$ cat src/rtl/rca_seq_ctrl.sv
// Multi-cycle adder: a WIDTH-bit add performed one SLICE-bit ripple slice per cycle,
// with valid/ready handshakes on both the operand and result sides.
module rca_seq_ctrl #(
    parameter int WIDTH = 32,
    parameter int SLICE = 8
) (
    input  logic             clk,
    input  logic             rst,
    input  logic             in_valid,
    output logic             in_ready,
    input  logic [WIDTH-1:0] a,
    input  logic [WIDTH-1:0] b,
    input  logic             cin,
    output logic             out_valid,
    input  logic             out_ready,
    output logic [WIDTH-1:0] sum,
    output logic             cout,
    output logic             ovf,
    output logic             busy
);

    localparam int NSLICE = WIDTH / SLICE;
    localparam int KW = (NSLICE > 1) ? $clog2(NSLICE) : 1;
    localparam logic [KW-1:0] K_LAST = KW'(NSLICE - 1);

    generate
        if (WIDTH % SLICE != 0) begin : g_bad_slice
            $error("rca_seq_ctrl: WIDTH must be an integer multiple of SLICE");
        end
    endgenerate

    typedef enum logic [1:0] {IDLE, RUN, DONE} state_t;

    state_t           state;
    logic [KW-1:0]    k;
    logic             carry;
    logic [WIDTH-1:0] a_reg;
    logic [WIDTH-1:0] b_reg;
    logic [SLICE-1:0] a_slice;
    logic [SLICE-1:0] b_slice;
    logic [SLICE:0]   slice_sum;
    int               slice_lo;

    // The single shared slice adder, fed from the slice selected by k.
    always_comb begin
        slice_lo  = int'(k) * SLICE;
        a_slice   = a_reg[slice_lo +: SLICE];
        b_slice   = b_reg[slice_lo +: SLICE];
        slice_sum = {1'b0, a_slice} + {1'b0, b_slice} + {{SLICE{1'b0}}, carry};
    end

    assign in_ready = (state == IDLE) && !rst;

    always_ff @(posedge clk or posedge rst) begin
        if (rst) begin
            state     <= IDLE;
            k         <= '0;
            carry     <= 1'b0;
            a_reg     <= '0;
            b_reg     <= '0;
            sum       <= '0;
            cout      <= 1'b0;
            ovf       <= 1'b0;
            out_valid <= 1'b0;
            busy      <= 1'b0;
        end else begin
            case (state)
                IDLE: begin
                    if (in_valid) begin
                        a_reg <= a;
                        b_reg <= b;
                        carry <= cin;
                        k     <= '0;
                        sum   <= '0;
                        busy  <= 1'b1;
                        state <= RUN;
                    end
                end
                RUN: begin
                    sum[slice_lo +: SLICE] <= slice_sum[SLICE-1:0];
                    carry                  <= slice_sum[SLICE];
                    // The last slice holds the MSB, so the overflow check can use it directly.
                    if (k == K_LAST) begin
                        cout      <= slice_sum[SLICE];
                        ovf       <= (a_reg[WIDTH-1] == b_reg[WIDTH-1]) &&
                                     (slice_sum[SLICE-1] != a_reg[WIDTH-1]);
                        out_valid <= 1'b1;
                        state     <= DONE;
                    end else begin
                        k <= k + 1'b1;
                    end
                end
                DONE: begin
                    if (out_ready) begin
                        out_valid <= 1'b0;
                        busy      <= 1'b0;
                        state     <= IDLE;
                    end
                end
                default: state <= IDLE;
            endcase
        end
    end

endmodule

$ cat config.mk
export PLATFORM = sky130hd
export DESIGN_NAME = rca_seq_ctrl
export DESIGN_NICKNAME = d
export VERILOG_FILES = /design/src/rtl/rca_seq_ctrl.sv
export SDC_FILE = /design/constraint.sdc
export NUM_CORES = 1
export LEC_CHECK = 0
export ABC_AREA = 1
export BUFFER_PORTS_ARGS = -buffer_cell sky130_fd_sc_hd__buf_2
export CAP_MARGIN = 20
export CORE_MARGIN = 1.5
export CORE_UTILIZATION = 59
export DETAILED_ROUTE_END_ITERATION = 10
export PLACE_DENSITY = 0.83
export SLEW_MARGIN = 10
export SYNTH_ARGS = -nofsm -noshare
export SYNTH_HDL_FRONTEND = slang
export SYNTH_SLANG_ARGS = --single-unit
export TNS_END_PERCENT = 30
$ cat constraint.sdc
create_clock -name clk -period 5.2 [get_ports clk]
set_clock_uncertainty 0.05 [all_clocks]
set_input_delay 1.04 -clock clk [delete_from_list [all_inputs] [get_ports clk]]
set_output_delay 1.04 -clock clk [all_outputs]
set_load 0.005 [all_outputs]
==> reports/qor.yml, run 1 <==
routing:
  via_per_inst: 5.32
  drc_errors: 0
  drt_pass1_iterations: 5
  dr_total_vias: 4408
  wl_um: 11800
  avgRoutedWirePerCell_um: 14.2
  route.antenna.remaining_nets: 0
  drt_iter0_markers: 313
global_route:
  antenna_found_initial: 0
  grt_usage_pct: 27.6
  grt_pass1_vias: 4102
  grt_first_pass_wirelength_um: 19200
  grt_overflow: 0
  grt_max_degree: 71
clocking:
  cts_made_buffers: 9
  clkLatencyLatePin_ps: 380
  root_buffer: "clkbuf_8"
  cts_tree: "done"
  max-clock-path-buffers: 2
  clock_sinks: 105
  clk_pin_slew_ps: 100
  h-tree-depth: 3
  post_cts_buffers: 0
  cts_resized: 0
  cts-hold-fix-buffers: 0
critical_path:
  required_ps: 5420
  end_kind: "flop"
  slowest_stage: "inv_2"
  startpoint: "k[0]$_DFFE_PP0P_"
  rr_startpoint: "k[0]$_DFFE_PP0P_"
  worst_setup_path_start_kind: "flop"
  crit_chain: "buf_4 > inv_2 > nor2_1 > o22ai_1 > fa_1 > inv_1 > fa_1 > inv_1 > nand2_1 > a21oi_2 > xnor2_1 > nor2_1 > nand3_1 > nand2_1"
  critPathKind: "flop to flop"
  critPathMaxFanout: 47
  arrival_ps: 3330
  cpPeakStageDelay_ps: 480
logic_synthesis:
  yosys_warnings: 0
  seq_area_frac_synth_pct: 52.4
  synthMuxAreaShare_pct: 0
  netlist_instances: 625
  post_synth_fa_ha_maj_area_fraction_pct: 3.54
  ys_top_cells_by_count: "nand2_1, dfrtp_1, nor2_1"
  syn_area_per_cell_um2: 8.03
  synth-seq-cells: 105
  synth.largest_area_cell: "dfrtp_1"
  synth_largest_type_area_fraction_pct: 52.4
  netlist_area_um2: 5020
  synthMostInstantiatedCell: "nand2_1"
  synth_nets: 707
  synth_area_leaders: "dfrtp_1, nand2_1, o21ai_0, nor2_1, ha_1"
  synth_flop_cell: "dfrtp_1"
  async_reset_ff_share_pct: 100
  synth-compound-area-share_pct: 9.08
  synth_cell_types: 31
  synth_edf_count: 0
  synth_xor_area_share_pct: 0.524
  yosys.area_share.simple_pct: 28.2
  synth_top_family_by_area: "simple AND/OR/NAND/NOR gates"
die:
  start_util_pct: 61.0
  die_y_um: 95.2
  ios: 106
  core_um2: 8220
  die_area_um2: 9060
  rows: 33
  fp.dieW_um: 95.2
flow_run:
  max_cap_violations: 0
layout:
  drive_gt1_share_pct: 20.0
  num_antenna_cells: 0
  num-nets-final: 801
  final_cells: 829
  areaGrowthSynthToFinish_pct: 15.2
  postLayoutCoreUtil_pct: 70.4
hold_path:
  min_from: "a_reg[18]$_DFFE_PP0P_"
  hold_class: "flop to flop"
sta:
  setup_ws_ps: 2100
  final_max_slew_viol_count: 0
  worst_slew_pin_slew_ps: 735
  layout_min_cycle_time_ps: 3100
  fin_tns_setup_ps: 0
  maxSlewHeadroom_pct: 51.0
  clock.fmax_ghz: 0.322
  hold_violations: 0
  rsz0062_at_grt: "false"
  period_share_pct: 59.7
  setup_viol: 0
pwr:
  pwr-share-seq_pct: 32.6
  combPwrFrac_pct: 54.0
  p_leak_nw: 3.24
  power_per_cell_area_nw_per_um2: 734
  pwr-share-clk_pct: 13.4
  irDropWorstVdd_mv: 0.367
  p_sw_mw: 2.03
  power.internal_mw: 2.22
  switching_share_pct: 47.7
place:
  dp.cells: 812
  port_buffers: 105
  dpl.hpwl_um: 8350
  gp_congestion: 0.874
  place_ws_ps: 2160
run_status:
  outcome: "completed"
## power by group through the flow
stage	clock [mW]	combinational [mW]	sequential, mW
6_report	0.570	2.29	1.38
5_1_grt	0.604	2.59	1.42
4_1_cts	0.573	2.26	1.38
3_5_place_dp	0	2.25	1.39
3_3_place_gp	0	2.17	1.39
2_1_floorplan	0	1.69	1.33
## worst paths after layout
| path | to | slack, ps | cells past startpoint |
|---|---|---|---|
| max | sum[28]$_DFFE_PP0P_ | 2100 | 14 |
| min | a_reg[18]$_DFFE_PP0P_ | 430 | 2 |
| max reg2reg | sum[28]$_DFFE_PP0P_ | 2100 | 14 |
| min reg2reg | a_reg[18]$_DFFE_PP0P_ | 430 | 2 |
| max in group asynchronous | b_reg[6]$_DFFE_PP0P_ | 3330 | 3 |
| min in group asynchronous | sum[5]$_DFFE_PP0P_ | 740 | 2 |
## layer usage
| metal | global-route usage [%] | vias to the layer above | share of wire [%] | routed length, um |
|---|---|---|---|---|
| met3 | 4.94 | 18 | 6.4 | 755 |
| met4 | 9.08 | 0 | 1.7 | 194 |
| met1 | 37.4 | 2043 | 44 | 5140 |
| met5 | 0 | - | 0 | 0 |
| met2 | 45.0 | 184 | 48 | 5660 |
| li1 | - | 2163 | - | - |
## cell usage in the layout, fill, tap and decap left out, types with 7 or more instances in the layout
master and count:
a21oi_1 7, clkbuf_8 9, nor2_1 40, o22ai_1 14, o21ai_0 34, nand2_1 285, inv_1 27, o21ai_1 18
nand3_1 17, inv_2 13, dfrtp_1 105, buf_2 105, ha_1 11
## critical path, delay by kind of cell, from the launching register on
family / cells / cell delay, ps
compound gates: 2 / 430
xor+xnor: 1 / 190
fa+ha+maj: 2 / 640
buf+inv: 4 / 870
flops: 1 / 380
simple gates: 5 / 410
## area by class of cell
type | instances | area, um^2
inverters | 41 | 156
fillers | 668 | 2440
clock inverters | 6 | 96.3
repair buffers | 109 | 568
multi-input cells | 453 | 2070
well taps | 105 | 131
flip-flops and latches | 105 | 2630
clock buffers | 10 | 128
## metrics by stage
stage          area, um^2  power (mW)  hold WS [ps]
6_report             5780        4.25           434
5_1_grt              5780        4.61           457
4_1_cts              5760        4.21           434
3_5_place_dp         5540        3.64           410
3_3_place_gp         5540        3.56           408
2_1_floorplan        5020        3.02           394
## logic make-up (layout without fill, tap and decap cells)
| logic type | Yosys count | after routing |
|---|---|---|
| compound gates | 82 | 82 |
| xor+xnor | 3 | 3 |
| fa+ha+maj | 13 | 13 |
| buf+inv | 67 | 166 |
| flops | 105 | 105 |
| simple gates | 355 | 355 |
Power figures use the tool's default switching activity.
==> run 2, diff against run 1 <==
--- a/config.mk
+++ b/config.mk
@@ -5,13 +5,13 @@
 export SDC_FILE = /design/constraint.sdc
 export NUM_CORES = 1
 export LEC_CHECK = 0
-export ABC_AREA = 1
+export ABC_AREA = 0
 export BUFFER_PORTS_ARGS = -buffer_cell sky130_fd_sc_hd__buf_2
 export CAP_MARGIN = 20
 export CORE_MARGIN = 1.5
-export CORE_UTILIZATION = 59
+export CORE_UTILIZATION = 54
 export DETAILED_ROUTE_END_ITERATION = 10
-export PLACE_DENSITY = 0.83
+export PLACE_DENSITY = 0.77
 export SLEW_MARGIN = 10
 export SYNTH_ARGS = -nofsm -noshare
 export SYNTH_HDL_FRONTEND = slang
==> constraint.sdc (replaced) <==
create_clock -name clk -period 3.05 [get_ports clk]
set_clock_uncertainty 0.05 [all_clocks]
set_input_delay 0.61 -clock clk [delete_from_list [all_inputs] [get_ports clk]]
set_output_delay 0.61 -clock clk [all_outputs]
set_load 0.005 [all_outputs]
==> run 2 against run 1 <==
Final area is 2.4% lower. Synthesized cell count is 44% lower. First-iteration DRC count is 46% lower. Register-to-register slack worse by 1900 ps. Utilization is 5.3 points lower. Non-clock buffer count is 4 higher.
==> reports/qor.yml, run 2 <==
run_status:
  outcome: "completed"
layout:
  final_cells: 569  # -31%
  drive_gt1_share_pct: 47.3  # +27 points
  postLayoutCoreUtil_pct: 65.0  # -5.3 points
  num_antenna_cells: 0  # unchanged
  areaGrowthSynthToFinish_pct: 17.4
  layout_commonest_cell: "buf_2"
  num-nets-final: 538  # -33%
  fin_area_um2: 5640  # -2.4%
  final_cell_mix: "buf_2, dfrtp_1, mux2_2"
pwr:
  power_per_cell_area_nw_per_um2: 1250  # +70%
  p_leak_nw: 2.67  # -18%
  irDropWorstVdd_mv: 0.735  # +100%
sta:
  clock.fmax_ghz: 0.345  # +7.0%
  rsz0062_at_grt: "false"
  layout_min_cycle_time_ps: 2900  # -204 ps
  fin_tns_setup_ps: 0  # unchanged
  setup_viol: 0  # unchanged
  period_share_pct: 95.1  # +35 points
  maxSlewHeadroom_pct: 62.0  # +11 points
  worst_slew_pin_slew_ps: 571  # -165 ps
  hold_violations: 0  # unchanged
  final_max_slew_viol_count: 0  # unchanged
logic_synthesis:
  syn_area_per_cell_um2: 13.7  # +71%
  synth_area_leaders: "dfrtp_1, mux2_2, mux4_2, a22o_1, ha_1"
  synth_flop_cell: "dfrtp_1"
  seq_area_frac_synth_pct: 54.7  # +2.3 points
  synth_largest_type_area_fraction_pct: 54.7  # +2.3 points
  netlist_area_um2: 4810  # -4.2%
  synthMostInstantiatedCell: "dfrtp_1"
  yosys_warnings: 0  # unchanged
  async_reset_ff_share_pct: 100  # unchanged
  synth-seq-cells: 105  # unchanged
  synth_cell_types: 36  # +16%
  synth.largest_area_cell: "dfrtp_1"
  ys_top_cells_by_count: "dfrtp_1, mux2_2, a22o_1"
  synth_edf_count: 0  # unchanged
  synth_nets: 433  # -39%
  netlist_instances: 351  # -44%
routing:
  route.antenna.remaining_nets: 0  # unchanged
  drt_iter0_markers: 170  # -46%
  wl_um: 10500  # -11%
  avgRoutedWirePerCell_um: 18.5  # +30%
  drc_errors: 0  # unchanged
  via_per_inst: 5.82  # +9.4%
  drt_pass1_iterations: 4  # -1
  dr_total_vias: 3311  # -25%
clocking:
  clk_pin_slew_ps: 100  # about the same
  cts_made_buffers: 9  # unchanged
  h-tree-depth: 3  # unchanged
  clkLatencyLatePin_ps: 350  # -30 ps
  clock_sinks: 105  # unchanged
  cts_tree: "done"
  root_buffer: "clkbuf_8"
  max-clock-path-buffers: 2  # unchanged
critical_path:
  worst_setup_path_start_kind: "flop"
  critPathMaxFanout: 6  # -87%
  cp.buffers_inverters: 1  # -3
  slowest_stage: "mux4_2"
  critPathTopFamily: "compound AO/OA/AOI/OAI gates"
  crit_chain: "mux4_2 > fa_1 > inv_1 > fa_1 > nor2b_1 > o31a_2 > o31a_1 > a21oi_2 > a22o_1"
  critPathKind: "flop to flop"
  cpPeakStageDelay_ps: 540  # +60 ps
  end_kind: "flop"
  required_ps: 3300  # -2120 ps
  arrival_ps: 3150  # -180 ps
  cpMostUsedCell: "fa_1"
die:
  fp.dieW_um: 97.3  # +2.2%
  start_util_pct: 55.4  # -5.7 points
  rows: 34  # +3.0%
  ios: 106  # unchanged
  die_area_um2: 9480  # +4.5%
  die_y_um: 97.3  # +2.2%
  core_um2: 8680  # +5.6%
global_route:
  grt_first_pass_wirelength_um: 17700  # -7.8%
  grt_max_degree: 106  # +49%
  grt_overflow: 0  # unchanged
  grt_usage_pct: 23.7  # -3.9 points
  antenna_found_initial: 0  # unchanged
  grt_pass1_vias: 3437  # -16%
place:
  dp.cells: 552  # -32%
  dpl.hpwl_um: 7720  # -7.6%
  gp_congestion: 0.848  # -3.0%
  post_dp_cell_area_um2: 5460  # -1.5%
  port_buffers: 105  # unchanged
flow_run:
  max_cap_violations: 0  # unchanged
hold_path:
  hold_class: "input pin to asynchronous set/reset pin"
run 2: where the power goes:
group	total, mW	switching [mW]	internal [mW]
sequential	2.41	0.416	1.99
combinational	3.82	2.03	1.80
clock	0.793	0.489	0.304
total	7.03	2.93	4.09
run 2: cell families (layout without fill, tap and decap cells):
group                      after synthesis  after routing  synth area share, %
buffers and inverters                   27            137                 2.68
adders and majority gates               13             13                 3.70
and+or+nand+nor                         54             54                 5.39
AOI/OAI and AO/OA                       68             68                 10.0
DFF                                    105            105                 54.7
xor gates and xnor gates                 3              3                0.547
muxes                                   81             81                 23.0
run 2: layer usage:
metal  share of wire [%]  GRT usage (%)  routed length [um]  up-vias
met2                  50           38.6                5210      135
li1                    -              -                   -     1502
met1                  42           31.9                4370     1656
met3                 6.9           6.12                 722       18
met4                 2.0           6.70                 209        0
met5                   0              0                   0        -
run 2: worst reg2reg max path: stages, from the launching register on:
cell,delay [ps]
dfrtp_2,480
mux4_2,550
fa_1,460
inv_1,90
fa_1,210
nor2b_1,80
o31a_2,300
o31a_1,280
a21oi_2,190
a22o_1,160
run 2: final timing paths:
check                           slack, ps                     to           startpoint  cells past startpoint
worst max-delay path                  150    sum[30]$_DFFE_PP0P_     k[0]$_DFFE_PP0P_                      9
worst min-delay path                  310  out_valid$_DFFE_PP0P_                  rst                      3
worst max register to register        150    sum[30]$_DFFE_PP0P_     k[0]$_DFFE_PP0P_                      9
worst min register to register        430    sum[23]$_DFFE_PP0P_  sum[23]$_DFFE_PP0P_                      2
max in group asynchronous            2130       k[0]$_DFFE_PP0P_                  rst                      3
min in group clk                      420  a_reg[20]$_DFFE_PP0P_                a[20]                      2
run 2: final cells by class:
type,count,area [um^2]
clock inverter,7,53.8
clock buffer,9,124
sequential,105,2630
inverter,8,33.8
timing repair buffer,113,611
fill,676,3040
tap,108,135
multi-input combinational,219,2060
run 2: what timing repair did:
action / in CTS / in global routing
resized for setup: 0 / 2
hold buffers: 0 / 0
setup endpoints to repair: 0 / 13
setup buffers: 0 / 1
run 2: stage by stage:
step,hold slack (ps),setup WS (ps),power (mW)
4_1_cts,382,36.9,7.00
3_3_place_gp,408,153,6.06
2_1_floorplan,423,91.4,5.11
3_5_place_dp,417,61.9,6.21
5_1_grt,396,30.0,7.52
6_report,314,149,7.03
==> run 3, diff against run 2 <==
--- a/config.mk
+++ b/config.mk
@@ -9,9 +9,10 @@
 export BUFFER_PORTS_ARGS = -buffer_cell sky130_fd_sc_hd__buf_2
 export CAP_MARGIN = 20
 export CORE_MARGIN = 1.5
-export CORE_UTILIZATION = 54
+export CORE_UTILIZATION = 25
+export CTS_BUF_LIST = sky130_fd_sc_hd__clkbuf_8
 export DETAILED_ROUTE_END_ITERATION = 10
-export PLACE_DENSITY = 0.77
+export PLACE_DENSITY = 0.41
 export SLEW_MARGIN = 10
 export SYNTH_ARGS = -nofsm -noshare
 export SYNTH_HDL_FRONTEND = slang
==> run 3 against run 2 <==
Sequential cell count unchanged. Sequential share of layout area decreased by 1.4 points. Setup slack got worse by 16 ps. Critical endpoint is now cout$_DFFE_PP0P_. Worst hold slack improved by 31 ps. Highest routed layer is now met5. Largest power group unchanged. Non-clock buffer count unchanged.
==> reports/qor.yml, run 3 (synthesis results as in run 2) <==
die:
  fp.dieW_um: 142  # +46%
  die_y_um: 142  # +46%
  ios: 106  # unchanged
  start_util_pct: 25.6  # -30 points
  die_area_um2: 20100  # +110%
  rows: 50  # +47%
  core_um2: 18800  # +120%
layout:
  layout_commonest_cell: "buf_2"
  fin_area_um2: 5810  # +3.0%
  num_antenna_cells: 0  # unchanged
  final_cell_mix: "buf_2, dfrtp_1, mux2_2"
  num-nets-final: 538  # unchanged
  areaGrowthSynthToFinish_pct: 20.9
  drive_gt1_share_pct: 47.3  # unchanged
routing:
  drt_iter0_markers: 146  # -14%
  dr_total_vias: 3285  # -0.79%
  avgRoutedWirePerCell_um: 18.0  # -2.4%
  via_per_inst: 4.73  # -19%
  route.antenna.remaining_nets: 0  # unchanged
  drc_errors: 0  # unchanged
  wl_um: 12500  # +19%
  drt_pass1_iterations: 6  # +2
pwr:
  total_power_mw: 7.22  # +2.8%
  switching_share_pct: 42.5  # +0.78 points
  p_leak_nw: 2.67  # +0.15%
  irDropWorstVdd_mv: 0.554  # -25%
  pwr-share-clk_pct: 11.4  # about the same
  combPwrFrac_pct: 55.2  # +0.8 points
  p_sw_mw: 3.07  # +4.7%
  power_per_cell_area_nw_per_um2: 1240  # -0.24%
  pwr-share-seq_pct: 33.4  # -0.9 points
  power.internal_mw: 4.15  # +1.4%
global_route:
  antenna_found_initial: 2  # +2
  grt_first_pass_wirelength_um: 19700  # +11%
  grt_max_degree: 106  # unchanged
  grt_usage_pct: 13.1  # -11 points
  grt_overflow: 0  # unchanged
  grt_pass1_vias: 3426  # -0.32%
sta:
  period_share_pct: 95.6  # +0.51 points
  rsz0062_at_grt: "false"
  fin_tns_setup_ps: 0  # unchanged
  setup_ws_ps: 134  # -15.5 ps
  layout_min_cycle_time_ps: 2920  # +15.5 ps
  worst_slew_pin_slew_ps: 612  # +41.7 ps
  setup_viol: 0  # unchanged
  maxSlewHeadroom_pct: 58.9  # -3.1 points
  clock.fmax_ghz: 0.343  # -0.53%
  hold_violations: 0  # unchanged
  final_max_slew_viol_count: 0  # unchanged
critical_path:
  worst_setup_path_start_kind: "flop"
  worstRegToRegCells: 9  # unchanged
  arrival_ps: 3130  # -20 ps
  critPathMaxFanout: 4  # -2
  end_kind: "flop"
  critPathKind: "flop to flop"
  required_ps: 3270  # -30 ps
place:
  port_buffers: 105  # unchanged
  gp_congestion: 0.780  # -8.1%
  post_dp_cell_area_um2: 5630  # +3.1%
  dpl.hpwl_um: 9290  # +20%
  place_ws_ps: 56.1  # -5.73 ps
clocking:
  max-clock-path-buffers: 2  # unchanged
  root_buffer: "clkbuf_8"
  clkLatencyLatePin_ps: 390  # +40 ps
  cts-hold-fix-buffers: 0  # unchanged
  cts_made_buffers: 9  # unchanged
  cts_tree: "done"
  clock_sinks: 105  # unchanged
  clk_pin_slew_ps: 110  # about the same
  h-tree-depth: 3  # unchanged
flow_run:
  max_cap_violations: 0  # unchanged
hold_path:
  hold_class: "input pin to asynchronous set/reset pin"
run_status:
  outcome: "completed"
[run 3: cell count changes in the layout (fill, tap and decap cells not counted)]
cell / before / now
buf_12: 2 / 3
buf_4: 6 / 5
o21ai_0: 16 / 17
o21ai_1: 1 / 0
[run 3: stage by stage]
step	util [%]	instances	hold WS (ps)
finish	31.0	695	344
global route	31.0	695	358
CTS	30.9	694	342
detailed placement	30.0	678	421
global placement	30.0	678	420
floorplan	-	351	423
[run 3: power by group through the flow]
stage | clock network, mW | registers [mW] | logic (mW)
final | 0.822 | 2.41 | 3.99
after global routing | 0.927 | 2.50 | 4.33
after CTS | 0.868 | 2.43 | 4.03
after detailed placement | 0 | 2.46 | 4.01
after global placement | 0 | 2.47 | 3.97
after floorplan | 0 | 2.26 | 2.86
[run 3: routing by layer]
| layer | GRT usage (%) | part of all wire, % | vias up |
|---|---|---|---|
| met3 | 3.81 | 4.8 | 17 |
| met1 | 17.2 | 47 | 1670 |
| met5 | 0 | 0.23 | - |
| li1 | - | - | 1505 |
| met2 | 20.8 | 47 | 89 |
| met4 | 4.34 | 1.3 | 4 |
[run 3: layout make-up]
class,count,area [um^2]
inverters,8,33.8
fillers,1933,13000
clock buffers,9,124
repair buffers,113,623
multi-input cells,219,2060
flip-flops and latches,105,2630
clock inverters,7,53.8
well taps,234,293
[run 3: repair_timing]
item                       4_1_cts  5_1_grt
gates resized for setup          0        1
setup endpoints to repair        0        6
setup buffers                    0        1
[run 3: path summary, 6_finish.rpt]
path	startpoint	end	slack (ps)
max	k[0]$_DFFE_PP0P_	cout$_DFFE_PP0P_	130
min	rst	sum[25]$_DFFE_PP0P_	340
max reg2reg	k[0]$_DFFE_PP0P_	cout$_DFFE_PP0P_	130
min reg2reg	sum[23]$_DFFE_PP0P_	sum[23]$_DFFE_PP0P_	440
max in group asynchronous	rst	k[0]$_DFFE_PP0P_	2200
min in group clk	a[7]	a_reg[7]$_DFFE_PP0P_	390
[run 3: worst max-delay path, stage by stage, from the launching register on]
cell and delay (ps):
dfrtp_2 450, mux4_2 550, fa_1 460, inv_1 90, fa_1 210, nor2b_1 70
o31a_2 310, o31a_1 270, o21ai_0 220, a21oi_1 110
